==> config.mk <==
export PLATFORM = sky130hd
export DESIGN_NAME = ili9341_receiver
export DESIGN_NICKNAME = d
export VERILOG_FILES = /design/src/rtl/ili9341_pkg.sv /design/src/rtl/ili9341_window_ctr.sv /design/src/rtl/ili9341_receiver.sv
export SDC_FILE = /design/constraint.sdc
export NUM_CORES = 1
export LEC_CHECK = 0
export CORE_MARGIN = 10
export CORE_UTILIZATION = 40
export DETAILED_ROUTE_END_ITERATION = 10
export HOLD_SLACK_MARGIN = 0.15
export PLACE_DENSITY_LB_ADDON = 0.3
export REMOVE_ABC_BUFFERS = 1
export SLEW_MARGIN = 5
export SYNTH_ARGS = -nofsm -noshare
export SYNTH_HDL_FRONTEND = slang
export SYNTH_SLANG_ARGS = --single-unit
==> constraint.sdc <==
create_clock -name clk -period 3.7 [get_ports clk]
set_input_delay 0.925 -clock clk [delete_from_list [all_inputs] [get_ports clk]]
set_output_delay 0.925 -clock clk [all_outputs]
set_load 0.02 [all_outputs]
==> src/rtl/ili9341_pkg.sv <==
// Shared definitions for the ILI9341 bus receiver: command opcodes,
// byte-FSM state encoding and datapath widths.
package ili9341_pkg;

   // Datapath widths: window pointers are 16-bit, framebuffer address 17-bit.
   localparam int PTR_W  = 16;
   localparam int ADDR_W = 17;

   // Command opcodes understood by the decoder.
   localparam logic [7:0] CMD_SWRESET = 8'h01;
   localparam logic [7:0] CMD_SLPIN   = 8'h10;
   localparam logic [7:0] CMD_SLPOUT  = 8'h11;
   localparam logic [7:0] CMD_DISPOFF = 8'h28;
   localparam logic [7:0] CMD_DISPON  = 8'h29;
   localparam logic [7:0] CMD_CASET   = 8'h2A;
   localparam logic [7:0] CMD_PASET   = 8'h2B;
   localparam logic [7:0] CMD_RAMWR   = 8'h2C;
   localparam logic [7:0] CMD_RAMWRC  = 8'h3C;

   // Byte FSM: what the next data byte means.
   typedef enum logic [2:0] {
      ST_IDLE,
      ST_CASET_P,
      ST_PASET_P,
      ST_RAM_HI,
      ST_RAM_LO,
      ST_SKIP
   } rx_state_e;

endpackage

==> src/rtl/ili9341_window_ctr.sv <==
// Window registers (SC/EC/SP/EP), column/page pointer, pointer advance and
// framebuffer address generation. Emits the registered write strobe.
module ili9341_window_ctr
   import ili9341_pkg::*;
#(
   parameter int WIDTH  = 320,
   parameter int HEIGHT = 240
) (
   input  logic              clk,
   input  logic              resetn,
   input  logic              clr_i,       // synchronous return to reset values
   input  logic              set_col_i,   // commit SC/EC from start_i/end_i
   input  logic              set_page_i,  // commit SP/EP from start_i/end_i
   input  logic [PTR_W-1:0]  start_i,
   input  logic [PTR_W-1:0]  end_i,
   input  logic              home_i,      // pointer <= (SC, SP)
   input  logic              pixel_i,     // a complete pixel was received
   output logic              fb_we_o,
   output logic [ADDR_W-1:0] fb_addr_o,
   output logic              frame_done_o
);

   localparam logic [PTR_W-1:0] EC_RST   = PTR_W'(WIDTH - 1);
   localparam logic [PTR_W-1:0] EP_RST   = PTR_W'(HEIGHT - 1);
   localparam logic [PTR_W-1:0] WIDTH_L  = PTR_W'(WIDTH);
   localparam logic [PTR_W-1:0] HEIGHT_L = PTR_W'(HEIGHT);

   logic [PTR_W-1:0]  sc_q, ec_q, sp_q, ep_q;
   logic [PTR_W-1:0]  col_q, page_q;
   logic              fb_we_q, frame_done_q;
   logic [ADDR_W-1:0] fb_addr_q, fb_addr_d;
   logic              win_ok, in_range, at_col_end, at_end;

   // An inverted window discards pixels and freezes the pointer.
   assign win_ok     = (sc_q <= ec_q) && (sp_q <= ep_q);
   assign in_range   = (col_q < WIDTH_L) && (page_q < HEIGHT_L);
   assign at_col_end = (col_q == ec_q);
   assign at_end     = at_col_end && (page_q == ep_q);
   // Exact for every on-panel pixel as long as WIDTH*HEIGHT fits in 17 bits.
   assign fb_addr_d  = ADDR_W'(page_q) * ADDR_W'(WIDTH) + ADDR_W'(col_q);

   // Window registers, pointer walk and registered write strobe.
   always_ff @(posedge clk or negedge resetn) begin
      if (!resetn) begin
         sc_q         <= '0;
         ec_q         <= EC_RST;
         sp_q         <= '0;
         ep_q         <= EP_RST;
         col_q        <= '0;
         page_q       <= '0;
         fb_we_q      <= 1'b0;
         frame_done_q <= 1'b0;
         fb_addr_q    <= '0;
      end else if (clr_i) begin
         sc_q         <= '0;
         ec_q         <= EC_RST;
         sp_q         <= '0;
         ep_q         <= EP_RST;
         col_q        <= '0;
         page_q       <= '0;
         fb_we_q      <= 1'b0;
         frame_done_q <= 1'b0;
         fb_addr_q    <= '0;
      end else begin
         fb_we_q      <= 1'b0;
         frame_done_q <= 1'b0;
         if (set_col_i) begin
            sc_q <= start_i;
            ec_q <= end_i;
         end
         if (set_page_i) begin
            sp_q <= start_i;
            ep_q <= end_i;
         end
         if (home_i) begin
            col_q  <= sc_q;
            page_q <= sp_q;
         end
         if (pixel_i && win_ok) begin
            // Off-panel pixels still consume a pointer step.
            fb_we_q      <= in_range;
            frame_done_q <= in_range && at_end;
            if (in_range) begin
               fb_addr_q <= fb_addr_d;
            end
            if (at_col_end) begin
               col_q  <= sc_q;
               page_q <= (page_q == ep_q) ? sp_q : page_q + PTR_W'(1);
            end else begin
               col_q <= col_q + PTR_W'(1);
            end
         end
      end
   end

   assign fb_we_o      = fb_we_q;
   assign fb_addr_o    = fb_addr_q;
   assign frame_done_o = frame_done_q;

endmodule

==> src/rtl/ili9341_receiver.sv <==
// ILI9341 8-bit parallel bus receiver: detects byte strobes, decodes
// commands, collects window parameters and assembles RGB565 pixels that
// are written to a framebuffer through ili9341_window_ctr.
module ili9341_receiver
   import ili9341_pkg::*;
#(
   parameter int WIDTH  = 320,
   parameter int HEIGHT = 240
) (
   input  logic              clk,
   input  logic              resetn,
   input  logic              nreset,
   input  logic              cmd_data,
   input  logic              write_edge,
   input  logic [7:0]        din,
   output logic              fb_we,
   output logic [ADDR_W-1:0] fb_addr,
   output logic [15:0]       fb_data,
   output logic              frame_done,
   output logic              sleep_out,
   output logic              display_on
);

   rx_state_e        state_q;
   logic             edge_q;
   logic [1:0]       cnt_q;
   logic [23:0]      stage_q;
   logic [7:0]       hi_q;
   logic [15:0]      fb_data_q;
   logic             sleep_q, disp_q;

   logic             accept, is_cmd, is_data, soft_rst;
   logic             set_col, set_page, home, pixel;
   logic [PTR_W-1:0] win_start, win_end;

   // A byte is taken on the first cycle write_edge is seen high; panel reset blocks it.
   assign accept   = write_edge && !edge_q && nreset;
   assign is_cmd   = accept && !cmd_data;
   assign is_data  = accept && cmd_data;
   assign soft_rst = !nreset || (is_cmd && (din == CMD_SWRESET));

   // Window parameters commit on the 4th byte, using the staged first three.
   assign set_col   = is_data && (state_q == ST_CASET_P) && (cnt_q == 2'd3);
   assign set_page  = is_data && (state_q == ST_PASET_P) && (cnt_q == 2'd3);
   assign win_start = {stage_q[23:16], stage_q[15:8]};
   assign win_end   = {stage_q[7:0], din};
   assign home      = is_cmd && (din == CMD_RAMWR);
   assign pixel     = is_data && (state_q == ST_RAM_LO);

   // Registered copy of the byte strobe for edge detection.
   // NOTE: every clocked register here uses non-blocking assignment so all
   // flops update from the same pre-edge values regardless of block order.
   always_ff @(posedge clk or negedge resetn) begin
      if (!resetn) begin
         edge_q <= 1'b0;
      end else if (!nreset) begin
         edge_q <= 1'b0;
      end else begin
         // A soft-reset command must not re-trigger on its own held strobe.
         edge_q <= write_edge;
      end
   end

   // Command decode and byte FSM with registered status flags and pixel data.
   always_ff @(posedge clk or negedge resetn) begin
      if (!resetn) begin
         state_q   <= ST_IDLE;
         cnt_q     <= '0;
         stage_q   <= '0;
         hi_q      <= '0;
         fb_data_q <= '0;
         sleep_q   <= 1'b0;
         disp_q    <= 1'b0;
      end else if (soft_rst) begin
         state_q   <= ST_IDLE;
         cnt_q     <= '0;
         stage_q   <= '0;
         hi_q      <= '0;
         fb_data_q <= '0;
         sleep_q   <= 1'b0;
         disp_q    <= 1'b0;
      end else if (is_cmd) begin
         // Any command drops partial parameters and a pending high byte.
         cnt_q <= '0;
         hi_q  <= '0;
         case (din)
            CMD_SLPOUT: begin
               sleep_q <= 1'b1;
               state_q <= ST_IDLE;
            end
            CMD_SLPIN: begin
               sleep_q <= 1'b0;
               state_q <= ST_IDLE;
            end
            CMD_DISPON: begin
               disp_q  <= 1'b1;
               state_q <= ST_IDLE;
            end
            CMD_DISPOFF: begin
               disp_q  <= 1'b0;
               state_q <= ST_IDLE;
            end
            CMD_CASET:  state_q <= ST_CASET_P;
            CMD_PASET:  state_q <= ST_PASET_P;
            CMD_RAMWR:  state_q <= ST_RAM_HI;
            CMD_RAMWRC: state_q <= ST_RAM_HI;
            default:    state_q <= ST_SKIP;
         endcase
      end else if (is_data) begin
         case (state_q)
            ST_CASET_P, ST_PASET_P: begin
               stage_q <= {stage_q[15:0], din};
               cnt_q   <= cnt_q + 2'd1;
               if (cnt_q == 2'd3) begin
                  state_q <= ST_IDLE;
               end
            end
            ST_RAM_HI: begin
               hi_q    <= din;
               state_q <= ST_RAM_LO;
            end
            ST_RAM_LO: begin
               fb_data_q <= {hi_q, din};
               state_q   <= ST_RAM_HI;
            end
            default: ; // IDLE and SKIP ignore data bytes
         endcase
      end
   end

   ili9341_window_ctr #(
      .WIDTH (WIDTH),
      .HEIGHT(HEIGHT)
   ) u_window_ctr (
      .clk         (clk),
      .resetn      (resetn),
      .clr_i       (soft_rst),
      .set_col_i   (set_col),
      .set_page_i  (set_page),
      .start_i     (win_start),
      .end_i       (win_end),
      .home_i      (home),
      .pixel_i     (pixel),
      .fb_we_o     (fb_we),
      .fb_addr_o   (fb_addr),
      .frame_done_o(frame_done)
   );

   assign fb_data    = fb_data_q;
   assign sleep_out  = sleep_q;
   assign display_on = disp_q;

endmodule

==> results.cfg, run 1 <==
[sta]
maxSlewHeadroom = 0.572
fin_crit_sh = 0.907
clock.fmax_mhz = 298
hold_viol_final = 0
setup_ws_ns = 0.343
rsz0062_at_grt = false
min_period_ns = 3.36
finalSetupViolCount = 0
finClkSkew_ns = 0.0149
tightest_slew_ns = 0.640
drv_slew = 0
setup_tns_ns = 0

[clock_network]
post_cts_buffers = 0
cts_buffers = 17
clkSlewWorstSetupHoldPaths_ns = 0.07
postCtsResizedCells = 0
cts_root_buf = clkbuf_16
clock-sinks = 171
cts-hold-fix-buffers = 0
clock_path_buffers = 2
worstSkewPairLatency_ns = 0.44
cts_max_level = 4
tritoncts = done

[pwr]
leakage_uw = 0.00493
power.total_uw = 3890
p_per_area_nw_per_um2 = 341
ir_drop_uv = 240

[global_route]
grt_max_degree = 58
grt_first_pass_wirelength_um = 44500
antenna_found_initial = 0
grt_pass1_vias = 8101
grt_overflow = 0
grtUsageTotal = 0.177

[synth]
async_flop_share = 1.00
syn_inst = 1113
yosys_warnings = 0
ys_seq_elements = 171
yosys.area.top_type = dfrtp_1
synth.avg_cell_area_um2 = 8.78
synth_edf_count = 0
ys.flop_type = dfrtp_1
synth.distinct_cells = 61
synth.top_cell.area_share = 0.402
synth_area_um2 = 9770
seq_area_frac_synth = 0.440
synth_area_leaders = dfrtp_1, nand2_1, ha_1

[floorplanning]
die_h_um = 176
core_area_um2 = 24200
die_width_um = 176
die_area_um2 = 31100
row_count = 57
io_pins = 50
initial_core_util = 0.404

[worst_hold_path]
holdCritPathClass = input port to asynchronous set/reset pin

[drt]
num_vias = 8168
drt_iter0_drc = 708
firstDrtPassIters = 5
drc = 0
detail-route-antenna-nets = 0
drt_wl_total_um = 27100
wl_per_cell_um = 18.1
routed_via_density = 5.45

[worst_setup_path]
cp.arrival_ns = 3.69
setup.worst_path.class = flop to flop
timing.rr.start = u_window_ctr.ep_q[5]
critPathMaxFanout = 36
rrSetupSlack_ns = 0.34
reg2reg_depth = 12
end_kind = flop
cp-start-kind = flop
r2r-end = u_window_ctr.fb_addr_o[0]
cp.required_ns = 4.03

[final_layout]
fin_area_um2 = 11400
fin_cells = 1498
fillerInstances = 2330
drive_gt1_frac = 0.115
final_nets = 1237
syn_to_final_growth_pct = 16.8
num_antenna_cells = 0

[placement]
gp_congestion = 0.894
place_area_um2 = 10800
placedCellCount = 1467
io_buffers = 49
dpl_worst_slack_ns = 0.0499
hpwl_um = 19500

[job]
max_cap_viol_count = 0

[outcome]
status = finished, final reports clean
==> area by class of cell <==
type / count / area (um^2) / share of cell area
Sequential cell: 171 / 4300 / 0.376
Multi-Input combinational cell: 827 / 5030 / 0.440
Tap cell: 324 / 405 / 0.0355
Timing Repair Buffer: 93 / 897 / 0.0786
Clock buffer: 19 / 453 / 0.0397
Clock inverter: 12 / 140 / 0.0123
Inverter: 52 / 195 / 0.0171
==> per-stage QoR <==
step | hold slack, ns | util
final | 0.449 | 0.472
after global routing | 0.487 | 0.472
after CTS | 0.471 | 0.472
after detailed placement | 0.489 | 0.448
after global placement | 0.487 | 0.448
after floorplan | 0.473 | -
==> registers in the layout, indices dropped and copies added, names as in the netlist <==
signal / flops
edge_q: 1
display_on: 1
u_window_ctr.fb_addr_o: 17
u_window_ctr.ec_q: 16
u_window_ctr.sp_q: 16
hi_q: 8
u_window_ctr.page_q: 16
u_window_ctr.frame_done_o: 1
sleep_out: 1
u_window_ctr.col_q: 16
state_q: 3
u_window_ctr.ep_q: 16
cnt_q: 2
stage_q: 24
fb_data: 16
u_window_ctr.sc_q: 16
u_window_ctr.fb_we_o: 1
==> critical path, cell delays in order (launching register included) <==
cell and delay [ns]:
dfstp_2 0.56, inv_1 0.07, ha_1 0.31, a21oi_1 0.15, o21ai_1 0.08, o2bb2ai_1 0.12
or4_4 0.53, a21oi_4 0.23, nand2_2 0.10, or4_2 0.71, buf_12 0.22, nand3_1 0.12
o21ai_2 0.05
==> worst max path at each step <==
stage | from | endpoint
floorplan | write_edge | u_window_ctr.page_q[5]
global placement | din[3] | u_window_ctr.page_q[5]
detailed placement | din[3] | u_window_ctr.page_q[5]
CTS | u_window_ctr.ep_q[7] | u_window_ctr.fb_addr_o[4]
global route | u_window_ctr.ep_q[7] | u_window_ctr.fb_addr_o[4]
finish | u_window_ctr.ep_q[5] | u_window_ctr.fb_addr_o[0]
==> cells in the mapped netlist (all sizes together), types with 3 or more instances <==
cell type / instances
and3: 11
nor4: 13
a21oi: 142
a211oi: 5
a22o: 8
xnor2: 11
nor2: 44
nand4: 14
buf: 13
or4: 4
a311oi: 10
nor2b: 10
nand2b: 10
nor3: 17
clkbuf: 50
dfstp: 14
or3: 3
xor2: 43
o211ai: 15
nand3: 44
o2bb2ai: 10
a21o: 7
inv: 52
o21ai: 65
ha: 60
nor3b: 10
dfrtp: 157
nand2: 237
o21a: 5
==> metal layers <==
layer | wire length [um] | global-route usage | part of all wire
met3 | 1630 | 0.0406 | 0.060
met4 | 318 | 0.0364 | 0.012
met5 | 0 | 0 | 0
met2 | 12500 | 0.279 | 0.46
met1 | 12600 | 0.243 | 0.47
==> where the power goes <==
part	switching [uW]	total, uW	internal [uW]
Combinational	121	172	51.4
Sequential	3.88	1880	1870
Clock	809	1840	1040
Total	934	3890	2960
==> cell families after synthesis <==
kind of cell	share of synthesized area
simple gates	0.201
compound gates	0.178
flops	0.440
buf+inv	0.0481
fa+ha+maj	0.0809
xor+xnor	0.0484
mux	0.00320
==> placed cells by master (no fill, tap or decap), types with 7 or more instances in the layout <==
master,n
ha_1,60
nor2b_1,10
a22o_1,8
inv_1,51
clkbuf_16,17
and3_1,11
nor3b_1,10
o21ai_2,17
dfstp_2,14
nand3_1,33
nand3_2,11
nand4_1,13
xor2_1,43
nand2b_1,10
o211ai_1,15
o21ai_0,46
nand2_1,236
nor2_1,42
dfrtp_1,157
a21oi_1,140
nor3_1,16
buf_4,38
nor4_1,13
xnor2_1,11
o2bb2ai_1,10
a21o_1,7
a311oi_1,10
clkdlybuf4s50_1,48
Note: power is estimated with default switching activity, not from simulation.
==> inputs of run 2 (changes only) <==
--- a/config.mk
+++ b/config.mk
@@ -9,7 +9,7 @@
 export CORE_UTILIZATION = 40
 export DETAILED_ROUTE_END_ITERATION = 10
 export HOLD_SLACK_MARGIN = 0.15
-export PLACE_DENSITY_LB_ADDON = 0.3
+export PLACE_DENSITY = 0.65
 export REMOVE_ABC_BUFFERS = 1
 export SLEW_MARGIN = 5
 export SYNTH_ARGS = -nofsm -noshare
==> run 2 against run 1 <==
Clock skew shrank 0.0042 ns. Global-route usage fell by 0.21 points. Critical endpoint is now u_window_ctr.fb_addr_o[5]. Cell count decreased by 0.20%. Flip-flop and latch count is the same. Count of clock-buffer cells in the layout grew 3. Cell area down 0.32%. Sequential share of layout area grew 0.12 points.
==> results.cfg, run 2 (same netlist as run 1, synthesis figures left out) <==
[global_route]
grt_overflow = 0
antenna_found_initial = 0
grt_max_degree = 83
grtUsageTotal = 0.175
grt_pass1_vias = 8025
grt_first_pass_wirelength_um = 43600

[sta]
clock.fmax_mhz = 291
maxSlewHeadroom = 0.468
tightest_slew_ns = 0.797
rsz0062_at_grt = false
drv_slew = 0
min_period_ns = 3.43
whs_ns = 0.503
finClkSkew_ns = 0.0107
finalSetupViolCount = 0
setup_tns_ns = 0
hold_viol_final = 0
fin_crit_sh = 0.928

[worst_setup_path]
reg2reg_depth = 12
cpPeakStageDelay_ns = 0.71
cp-start-kind = flop
setup.worst_path.class = flop to flop
rrSetupSlack_ns = 0.27
crit_chain = inv_1 -> ha_1 -> a21oi_1 -> o21ai_1 -> o2bb2ai_1 -> or4_4 -> a21oi_4 -> nand2_2 -> or4_2 -> buf_12 -> nand3_1 -> o21ai_2
cp.arrival_ns = 3.75
end_kind = flop
cp_top_family = simple AND/OR/NAND/NOR gates
cp.required_ns = 4.02
timing.rr.start = u_window_ctr.ep_q[5]
critPathMaxFanout = 36
critPathSlowestCell = or4_2
path_buf_inv = 2
critical_path_depth = 12
cp-startpoint = u_window_ctr.ep_q[5]
r2r-end = u_window_ctr.fb_addr_o[5]
crit_end = u_window_ctr.fb_addr_o[5]

[clock_network]
worstSkewPairLatency_ns = 0.44
clkSlewWorstSetupHoldPaths_ns = 0.07
postCtsResizedCells = 0
clock-sinks = 171
post_cts_buffers = 0
tritoncts = done
clock_path_buffers = 2
cts_max_level = 4
cts_root_buf = clkbuf_16
cts-hold-fix-buffers = 0
cts_buffers = 17

[outcome]
status = finished, final reports clean

[drt]
drc = 0
wl_per_cell_um = 17.8
firstDrtPassIters = 5
routed_via_density = 5.44
drt_iter0_drc = 603
detail-route-antenna-nets = 0
num_vias = 8130
drt_wl_total_um = 26600

[floorplanning]
die_width_um = 176
initial_core_util = 0.404
core_area_um2 = 24200
io_pins = 50
die_area_um2 = 31100
row_count = 57
die_h_um = 176

[placement]
place_area_um2 = 10800
io_buffers = 49
hpwl_um = 19200
gp_congestion = 0.883

[final_layout]
syn_to_final_growth_pct = 16.4
largest_reg_flops = 24
final_cell_mix = nand2_1, dfrtp_1, a21oi_1, ha_1, inv_1
fin_util = 0.471
fillerInstances = 2275
fin_area_um2 = 11400
final_nets = 1233
final_common_cell = nand2_1
top_register = stage_q
drive_gt1_frac = 0.109
num_antenna_cells = 0

[pwr]
p_sw_frac = 0.230
ir_drop_uv = 323
power.internal_uw = 3010
power.switching_uw = 895
power.total_uw = 3900
leakage_uw = 0.00492
p_comb_frac = 0.043
seqPwrFrac = 0.481
power.share.clock = 0.476
p_per_area_nw_per_um2 = 343

[worst_hold_path]
worstHoldStart = u_window_ctr.fb_addr_o[12]
holdCritPathClass = flop to flop

[job]
max_cap_viol_count = 0
## run 2: tightest hold or removal path: stages (launching register included)
cell	delay (ns)
dfrtp_1	0.36
nand3_2	0.07
o21ai_2	0.05
## run 2: routing by layer
metal  track usage  part of all wire
met1         0.239              0.47
met2         0.268              0.45
met3        0.0421             0.064
met4        0.0530             0.019
met5             0                 0
## run 2: area by class of cell
class	instances	area [um^2]	share of cell area
clock inverters	10	145	0.0128
multi-input cells	827	5030	0.442
well taps	324	405	0.0356
inverters	52	195	0.0172
repair buffers	89	855	0.0751
flip-flops and latches	171	4300	0.378
clock buffers	22	454	0.0399
## run 2: power by group through the flow
stage / clock [uW] / sequential, uW / combinational, uW
after global placement: 0 / 1910 / 169
after global routing: 1970 / 1880 / 186
after floorplan: 0 / 1910 / 48.1
final: 1860 / 1880 / 168
after detailed placement: 0 / 1910 / 170
after CTS: 1880 / 1880 / 171
## run 2: worst min-delay path by stage
stage,to,slack (ns),cells after the start
global placement,u_window_ctr.fb_addr_o[5],0.49,2
global route,hi_q[5],0.52,1
floorplan,hi_q[0],0.47,1
detailed placement,u_window_ctr.fb_addr_o[10],0.49,2
CTS,u_window_ctr.fb_addr_o[10],0.51,2
finish,u_window_ctr.fb_addr_o[12],0.50,2
## run 2: through the flow
stage | instances | worst slack (ns)
floorplan | 1050 | -3.70
global placement | 1463 | 0.198
detailed placement | 1463 | 0.127
CTS | 1495 | 0.291
global route | 1495 | 0.103
finish | 1495 | 0.266
==> inputs of run 3 (changes only) <==
--- a/config.mk
+++ b/config.mk
@@ -11,6 +11,7 @@
 export HOLD_SLACK_MARGIN = 0.15
 export PLACE_DENSITY = 0.65
 export REMOVE_ABC_BUFFERS = 1
+export SKIP_CTS_REPAIR_TIMING = 1
 export SLEW_MARGIN = 5
 export SYNTH_ARGS = -nofsm -noshare
 export SYNTH_HDL_FRONTEND = slang
==> results of run 3 <==
No change in the layout: final DEF, timing and power equal those of run 2.
